--- src/rtl/spi_arbiter_pkg.sv ---
// Shared definitions for the two-requester SPI sequencing arbiter.
// Latency: n/a (types, constants and the round-robin pick only).
// Backpressure: n/a.
package spi_arbiter_pkg;

    localparam int N_REQ = 2;

    typedef enum logic [2:0] {
        ST_IDLE  = 3'd0,
        ST_SETUP = 3'd1,
        ST_LOAD  = 3'd2,
        ST_RUN   = 3'd3,
        ST_HOLD  = 3'd4
    } state_t;

    // Round-robin pick between two requesters; returns the winning index.
    // With both requesting, the one that did not win last time goes next.
    function automatic logic rr_pick(input logic [N_REQ-1:0] req, input logic last);
        if (req == 2'b11) begin
            return ~last;
        end
        return req[1];
    endfunction

endpackage

--- src/rtl/spi_arbiter.sv ---
// Shares one byte-level SPI engine between two requesters; runs 1..256-byte bursts under one cs_n.
// Latency: grant 1 cycle after req; done at 2*CS_DELAY + 19*(len+1) cycles after grant.
// Backpressure: requests wait in IDLE while the engine is busy; the engine paces bytes via spi_busy.
module spi_arbiter
    import spi_arbiter_pkg::*;
#(
    parameter int CS_DELAY = 2
) (
    input  logic             raw_clk,
    input  logic             reset,
    input  logic [N_REQ-1:0] req,
    input  logic [7:0]       len0,
    input  logic [7:0]       len1,
    input  logic [7:0]       tx0,
    input  logic [7:0]       tx1,
    output logic [N_REQ-1:0] grant,
    output logic [N_REQ-1:0] tx_take,
    output logic [N_REQ-1:0] rx_valid,
    output logic [7:0]       rx_data,
    output logic [N_REQ-1:0] done,
    output logic             cs_n,
    output logic             spi_start,
    output logic [7:0]       spi_data_tx,
    input  logic             spi_busy,
    input  logic [7:0]       spi_data_rx
);

    localparam logic [3:0] DLY_LAST = 4'(CS_DELAY - 1);

    state_t     state;
    state_t     state_nxt;
    logic [7:0] count;
    logic [3:0] dcnt;
    logic       last;
    logic       win;
    logic       grant_ok;

    // The engine has no reset, so a grant also waits for it to go idle.
    assign grant_ok = (req != '0) && !spi_busy;
    assign win      = rr_pick(req, last);

    // State register; reset drops straight to IDLE so cs_n rises asynchronously.
    always_ff @(posedge raw_clk or posedge reset) begin
        if (reset) begin
            state <= ST_IDLE;
        end else begin
            state <= state_nxt;
        end
    end

    // Next-state selection.
    always_comb begin
        state_nxt = state;
        case (state)
            ST_IDLE:  if (grant_ok) state_nxt = ST_SETUP;
            ST_SETUP: if (dcnt == DLY_LAST) state_nxt = ST_LOAD;
            ST_LOAD:  state_nxt = ST_RUN;
            ST_RUN:   if (!spi_busy) state_nxt = (count == 8'd0) ? ST_HOLD : ST_LOAD;
            ST_HOLD:  if (dcnt == DLY_LAST) state_nxt = ST_IDLE;
            default:  state_nxt = ST_IDLE;
        endcase
    end

    // Outputs decoded from state: chip select, engine kick and byte hand-off.
    always_comb begin
        cs_n        = (state == ST_IDLE);
        spi_start   = 1'b0;
        spi_data_tx = 8'h00;
        tx_take     = '0;
        if (state == ST_LOAD) begin
            spi_start   = 1'b1;
            spi_data_tx = grant[1] ? tx1 : tx0;
            tx_take     = grant;
        end
    end

    // Transaction bookkeeping: owner, byte count, delay counter and result pulses.
    always_ff @(posedge raw_clk or posedge reset) begin
        if (reset) begin
            grant    <= '0;
            count    <= 8'd0;
            dcnt     <= 4'd0;
            last     <= 1'b1;
            rx_data  <= 8'h00;
            rx_valid <= '0;
            done     <= '0;
        end else begin
            rx_valid <= '0;
            done     <= '0;
            case (state)
                ST_IDLE: begin
                    if (grant_ok) begin
                        count <= win ? len1 : len0;
                        grant <= win ? 2'b10 : 2'b01;
                        last  <= win;
                        dcnt  <= 4'd0;
                    end
                end
                ST_SETUP: dcnt <= dcnt + 4'd1;
                ST_RUN: begin
                    if (!spi_busy) begin
                        rx_data  <= spi_data_rx;
                        rx_valid <= grant;
                        dcnt     <= 4'd0;
                        if (count != 8'd0) begin
                            count <= count - 8'd1;
                        end
                    end
                end
                ST_HOLD: begin
                    if (dcnt == DLY_LAST) begin
                        done  <= grant;
                        grant <= '0;
                    end else begin
                        dcnt <= dcnt + 4'd1;
                    end
                end
                default: ;
            endcase
        end
    end

endmodule

--- config.mk ---
export PLATFORM = sky130hd
export DESIGN_NAME = spi_arbiter
export DESIGN_NICKNAME = d
export VERILOG_FILES = /design/src/rtl/spi_arbiter_pkg.sv /design/src/rtl/spi_arbiter.sv
export SDC_FILE = /design/constraint.sdc
export NUM_CORES = 1
export LEC_CHECK = 0
export ABC_CLOCK_PERIOD_IN_PS = 1660
export BUFFER_PORTS_ARGS = -buffer_cell sky130_fd_sc_hd__buf_2
export CAP_MARGIN = 10
export CORE_UTILIZATION = 44
export DETAILED_ROUTE_END_ITERATION = 7
export PLACE_DENSITY_LB_ADDON = 0.12
export SYNTH_ARGS = -nofsm -noshare
export SYNTH_HDL_FRONTEND = slang
export SYNTH_SLANG_ARGS = --single-unit
--- constraint.sdc ---
create_clock -name raw_clk -period 1.66 [get_ports raw_clk]
set_input_delay 0.249 -clock raw_clk [delete_from_list [all_inputs] [get_ports raw_clk]]
set_output_delay 0.249 -clock raw_clk [all_outputs]
set_load 0.1 [all_outputs]
==> results of run 1 <==
registers in the layout (all words and copies together), names as in the netlist:
name,flops
grant,2
rx_valid,2
last,1
count,8
done,2
state,3
rx_data,8
dcnt,4
layout by cell type, fill, tap and decap left out, drive strengths merged, types with 7 or more instances in the layout:
cell and instances:
buf 96, dfrtp 29, mux2i 15, nor2 14, mux2 11, nand2 8
o21ai 7, and2 7
tightest hold or removal path: stages:
cell and delay [ns]:
sky130_fd_sc_hd__buf_2 0.10, sky130_fd_sc_hd__inv_1 0.05, sky130_fd_sc_hd__buf_4 0.35
kinds of logic (layout without fill, tap and decap cells):
logic type / count (synthesis) / in the layout
flip-flops: 30 / 30
AO/OA/AOI/OAI: 40 / 40
adder cells (fa/ha/maj): 4 / 4
multiplexers: 26 / 26
AND/OR/NAND/NOR: 59 / 60
XOR/XNOR: 1 / 1
buffers and inverters: 15 / 107
cell type report:
| type | count | area [sq um] |
|---|---|---|
| Clock buffer | 6 | 82.6 |
| Fill cell | 306 | 1140 |
| Inverter | 5 | 35.0 |
| Multi-Input combinational cell | 131 | 1180 |
| Sequential cell | 30 | 762 |
| Tap cell | 50 | 62.6 |
| Timing Repair Buffer | 96 | 737 |
through the flow:
stage	std cells	utilization [%]	setup slack (ns)	TNS (ns)	hold slack (ns)
after floorplan	175	-	-0.467	-6.38	0.339
after global placement	308	66.1	-0.00435	-0.00435	0.339
after detailed placement	308	66.1	-0.0337	-0.0731	0.357
after CTS	316	68.8	-0.151	-1.19	0.0606
after global routing	318	71.5	-0.175	-2.03	0.0727
final	318	71.5	-0.123	-1.03	0.0514
worst paths after layout:
kind | from | end
setup / recovery | state[0]$_DFFE_PP0P_ | tx_take[0]
hold / removal | reset | rx_data[3]$_DFFE_PP0P_
setup reg to reg | count[0]$_DFFE_PP0P_ | count[2]$_DFFE_PP0P_
hold reg to reg | last$_DFFE_PP1P_ | last$_DFFE_PP1P_
max in group asynchronous | reset | last$_DFFE_PP1P_
min in group raw_clk | spi_data_rx[4] | rx_data[4]$_DFFE_PP0P_
repair_timing:
item | in CTS | in global routing
setup endpoints to repair | 20 | 26
resized for setup | 6 | 22
cloned | 1 | 0
hold endpoints to repair | 0 | 0
pin swaps | 2 | 20
buffers inserted | 1 | 2
metal layers:
metal	up-vias	GRT usage [%]
li1	828	-
met1	792	27.6
met2	68	34.7
met3	5	5.99
met4	0	6.91
met5	-	0
==> flow_summary.toml, run 1 <==
[run_status]
outcome = "finished, violations left"
violated_checks = "negative setup slack"

[grt]
gr-total-overflow = 0
grt_pass1_vias = 1591
grt_pass1_wl_mm = 7.04
pin_count_of_the_biggest_net_entering_global_routing = 31
antenna_found_initial = 0
grt_util_all_layers_pct = 21.5

[critical_path]
r2r_slack_ns = 0
timing.critical_path.slowest_stage_cell = "sky130_fd_sc_hd__dfrtp_2"
crit_fanout = 5
crit_path_max_incr_delay_ns = 0.40
critPathArrivalTime_ns = 1.53
worst-path-stages = 5
required_ns = 1.41
worst-r2r-cell-count = 7
startpoint_type = "flip-flop"
path_class = "reg2out"
worst_setup_path_end_kind = "output port"
crit_path_cell_trace = "nand2b_4 > or2_4 > inv_16 > and2_4 > buf_12"
buf_inv_stages_crit_path = 2
worst_path_dominant_cell_family = "simple AND/OR/NAND/NOR gates"

[detailed_routing]
vias = 1693
detailroute.wirelength.met2_mm = 2.10
initialDrtViolationCount = 58
drt-pass1-iter-count = 4
dr_wl_met3_um = 321
drtAntennaViolNets = 0
detail_routed_via_count_per_cell = 5.32
wl_met1_mm = 1.98
detail_route.wl_per_cell_um = 14.0
dr.max_layer_used = "met4"
remaining_drc_errors = 0
wirelength_mm = 4.44

[clocking]
clk_pin_slew_worst_paths_ns = 0.06
cts_buffers = 5
clk_latency_ns = 0.27
holdBufCountCts = 0
cts_htree_levels = 2
clock_tree.buffer_depth = 2
cts_tree = "done"
clk_root_buffer_cell = "sky130_fd_sc_hd__clkbuf_8"
clock_sinks = 30

[synth]
synth_fp_nets = 224
post_synth_inst_count = 175
synth_top_flop_cell = "sky130_fd_sc_hd__dfrtp_1"
post_synth_fa_ha_maj_area_fraction_pct = 2.72
synth_top_cells_by_count = "29 x sky130_fd_sc_hd__dfrtp_1, 15 x sky130_fd_sc_hd__mux2i_1, 13 x sky130_fd_sc_hd__nor2_1, 10 x sky130_fd_sc_hd__mux2_2, 8 x sky130_fd_sc_hd__nand2_1"
leading_cell_type_by_number_of_instances_after_synthesis = "sky130_fd_sc_hd__dfrtp_1"
async_flop_share_pct = 100
seq_area_frac_synth_pct = 40.8
synth.top_cells.by_area = "sky130_fd_sc_hd__dfrtp_1 39%, sky130_fd_sc_hd__mux2i_1 8.2%, sky130_fd_sc_hd__mux2_2 6.1%"
yosys_warnings = 0
synth-seq-cells = 30
syn_area_sq_um = 1840
post_synth_xor_area_fraction_pct = 0.476
synth_edf_count = 0
yosys-mux-area-fraction_pct = 15.1
syn_area_per_cell_sq_um = 10.5
yosysUniqueCellTypes = 52
dominant_combinational_cell_family_by_area_after_synthesis = "simple AND/OR/NAND/NOR gates"
yosys.area.top_type_share_pct = 39.4
synth_compound_area_share_pct = 15.9
synth_simple_gate_area_share_pct = 19.8
yosysTopAreaCell = "sky130_fd_sc_hd__dfrtp_1"

[finish]
layout-drive-gt1-share_pct = 59.7
final_antenna_diode_count = 0
area.growth.synth_to_final_pct = 55.2
final_net_count = 318
layout_cell_area_excl_fill_sq_um = 2860

[sta]
maxSlewViolCount = 0
finalHoldViolations = 0
report.final.setup_viol = 13
unrepaired_setup_endpoints_after_global_routing = "yes"
max_slew_margin_pct = 67.7
fin_crit_ns = 1.78
layout_setup_ws_ns = -0.123
finalCritPeriodShare_pct = 107
clock.fmax_mhz = 561
tightest_slew_ns = 0.488
fin_skew_ns = 0.00520

[hold_path]
hold_path_class = "in2async"

[floorplan]
die-area_sq_um = 4450
chipHeight_um = 66.7
horizontal_extent_of_the_die_um = 66.7
fp-row-count = 23
fp.coreArea_sq_um = 4000
boundaryPins = 71
initial_utilization_pct = 46.0

[place]
io_buffers = 70
post_dp_cell_area_sq_um = 2650
gp_congestion = 0.829
dp_hpwl_mm = 3.25

[flow_run]
max-cap-violations = 0
Power of run 1 is not shown: default switching activity piles up to over one toggle a cycle in this logic, so the estimate is an artifact.
==> inputs of run 2 (changes only) <==
CORE_UTILIZATION = 46   (was 44)
CTS_BUF_LIST = sky130_fd_sc_hd__clkbuf_8   (was not set)
HOLD_SLACK_MARGIN = 0.08   (was not set)
==> run 2 against run 1 <==
The flow still finishes with violations (negative setup slack). Setup slack got worse by 0.037 ns. Non-clock buffer count increased by 10. Sequential share of layout area decreased by 1.3 points. Cell area increased by 4.7%. Die area decreased by 4.2%. Register-to-register slack got worse by 0.03 ns. Utilization increased by 8.5 points. First-iteration DRC count increased by 71%. Largest cell class unchanged. Highest routed layer unchanged.
==> flow_summary.toml, run 2 (same netlist as run 1, synthesis figures left out) <==
[critical_path]
crit_fanout = 5
timing.critical_path.slowest_stage_cell = "sky130_fd_sc_hd__dfrtp_2"
buf_inv_stages_crit_path = 2
worst_setup_path_end_kind = "output port"
path_class = "reg2out"
worst_path_dominant_cell_family = "simple AND/OR/NAND/NOR gates"
required_ns = 1.41
critPathArrivalTime_ns = 1.57
startpoint_type = "flip-flop"
crit_path_max_incr_delay_ns = 0.41
crit_path_cell_trace = "nand2b_4 > or2_4 > inv_16 > and2_4 > buf_12"

[clocking]
clock_tree.buffer_depth = 2
cts_buffers = 5
clk_root_buffer_cell = "sky130_fd_sc_hd__clkbuf_8"
cts_htree_levels = 2
clk_pin_slew_worst_paths_ns = 0.07
clock_sinks = 30
cts_tree = "done"
clk_latency_ns = 0.29

[grt]
grt_most_used_layer = "met2"
grt_pass1_wl_mm = 8.46
gr-total-overflow = 0
antenna_found_initial = 0
global_route_met2_utilization_pct = 46.8
grt.met3_usage_pct = 6.25
pin_count_of_the_biggest_net_entering_global_routing = 19
grt.met1_usage_pct = 31.8
grt_util_all_layers_pct = 26.7
grt_pass1_vias = 1821

[sta]
layout_setup_ws_ns = -0.160
unrepaired_setup_endpoints_after_global_routing = "yes"
tightest_slew_ns = 0.554
maxSlewViolCount = 0
finalHoldViolations = 0
clock.fmax_mhz = 549
report.final.setup_viol = 20
fin_crit_ns = 1.82
finalCritPeriodShare_pct = 110
fin_skew_ns = 0.00580
hold_ws_ns = 0.188
max_slew_margin_pct = 63.1

[finish]
layout_commonest_cell = "sky130_fd_sc_hd__buf_2"
layout-drive-gt1-share_pct = 58.6
area.growth.synth_to_final_pct = 62.6
final_cell_mix = "58 x sky130_fd_sc_hd__buf_2, 29 x sky130_fd_sc_hd__buf_4, 26 x sky130_fd_sc_hd__dfrtp_1"
layout_cell_area_excl_fill_sq_um = 2990
final_net_count = 328
final_antenna_diode_count = 0
fillCellCount = 230
largest_registers = "count: 8 flops, rx_data: 8 flops, dcnt: 4 flops"

[run_status]
outcome = "finished, violations left"
violated_checks = "negative setup slack"

[floorplan]
chipHeight_um = 65.3
die-area_sq_um = 4260
fp-row-count = 22
horizontal_extent_of_the_die_um = 65.3
boundaryPins = 71
initial_utilization_pct = 49.2
fp.coreArea_sq_um = 3740

[place]
io_buffers = 70
dp_hpwl_mm = 3.76
post_dp_cell_area_sq_um = 2710
preCtsSetupSlack_ns = -0.0874
gp_congestion = 0.955

[detailed_routing]
detail_routed_via_count_per_cell = 5.47
remaining_drc_errors = 0
detail_route.wl_per_cell_um = 16.4
wirelength_mm = 5.38
drt-pass1-iter-count = 4
drtAntennaViolNets = 0
initialDrtViolationCount = 99
vias = 1793

[hold_path]
hold_path_class = "in2reg"

[flow_run]
max-cap-violations = 0
==> run 2: cell count changes in the layout (fill, tap and decap cells not counted), moves of 2 or more <==
cell,delta
sky130_fd_sc_hd__buf_12,+2
sky130_fd_sc_hd__buf_4,+6
sky130_fd_sc_hd__bufinv_16,+2
sky130_fd_sc_hd__dfrtp_1,+3
sky130_fd_sc_hd__dfrtp_2,-3
sky130_fd_sc_hd__nand3_1,+2
sky130_fd_sc_hd__nand3_2,-2
==> run 2: metal layers <==
| layer | wire length [um] | part of all wire [%] |
|---|---|---|
| met4 | 98 | 1.8 |
| met3 | 196 | 3.6 |
| met2 | 2860 | 53 |
| met1 | 2220 | 41 |
| met5 | 0 | 0 |
==> run 2: per-stage QoR <==
step	TNS [ns]	std cells	util, %
finish	-1.57	328	80.0
global route	-3.01	328	80.0
CTS	-1.53	326	78.4
detailed placement	-0.464	312	72.5
global placement	-0.0211	312	72.5
floorplan	-6.38	175	-
==> run 2: cell type report <==
class                   instances  area [sq um]  share of cell area (%)
clock buffers                   6          82.6                    2.76
well taps                      48          60.1                    2.01
multi-input cells             131          1150                    38.6
repair buffers                106           843                    28.2
flip-flops and latches         30           758                    25.3
clock inverters                 2          60.1                    2.01
inverters                       5          35.0                    1.17
==> run 2: final timing paths <==
kind,startpoint,endpoint,slack [ns],cells after the start
worst max-delay path,state[0]$_DFFE_PP0P_,tx_take[0],-0.16,5
worst min register to register,last$_DFFE_PP1P_,last$_DFFE_PP1P_,0.47,2
worst min-delay path,spi_data_rx[7],rx_data[7]$_DFFE_PP0P_,0.19,2
max in group asynchronous,reset,last$_DFFE_PP1P_,0.53,4
worst max register to register,state[1]$_DFFE_PP0P_,grant[1]$_DFFE_PP0P_,-0.03,5
min in group asynchronous,reset,rx_valid[0]$_DFF_PP0_,0.55,3
==> run 2: what timing repair did <==
action                                  CTS  global route
setup buffers                             4             2
hold buffers                              1             0
resized for setup                        11            10
hold endpoints to repair                 12             0
pin swaps                                 8            12
endpoints found under the setup margin   22            27
cloned                                    1             0
Power of run 2 is left out for the same reason.
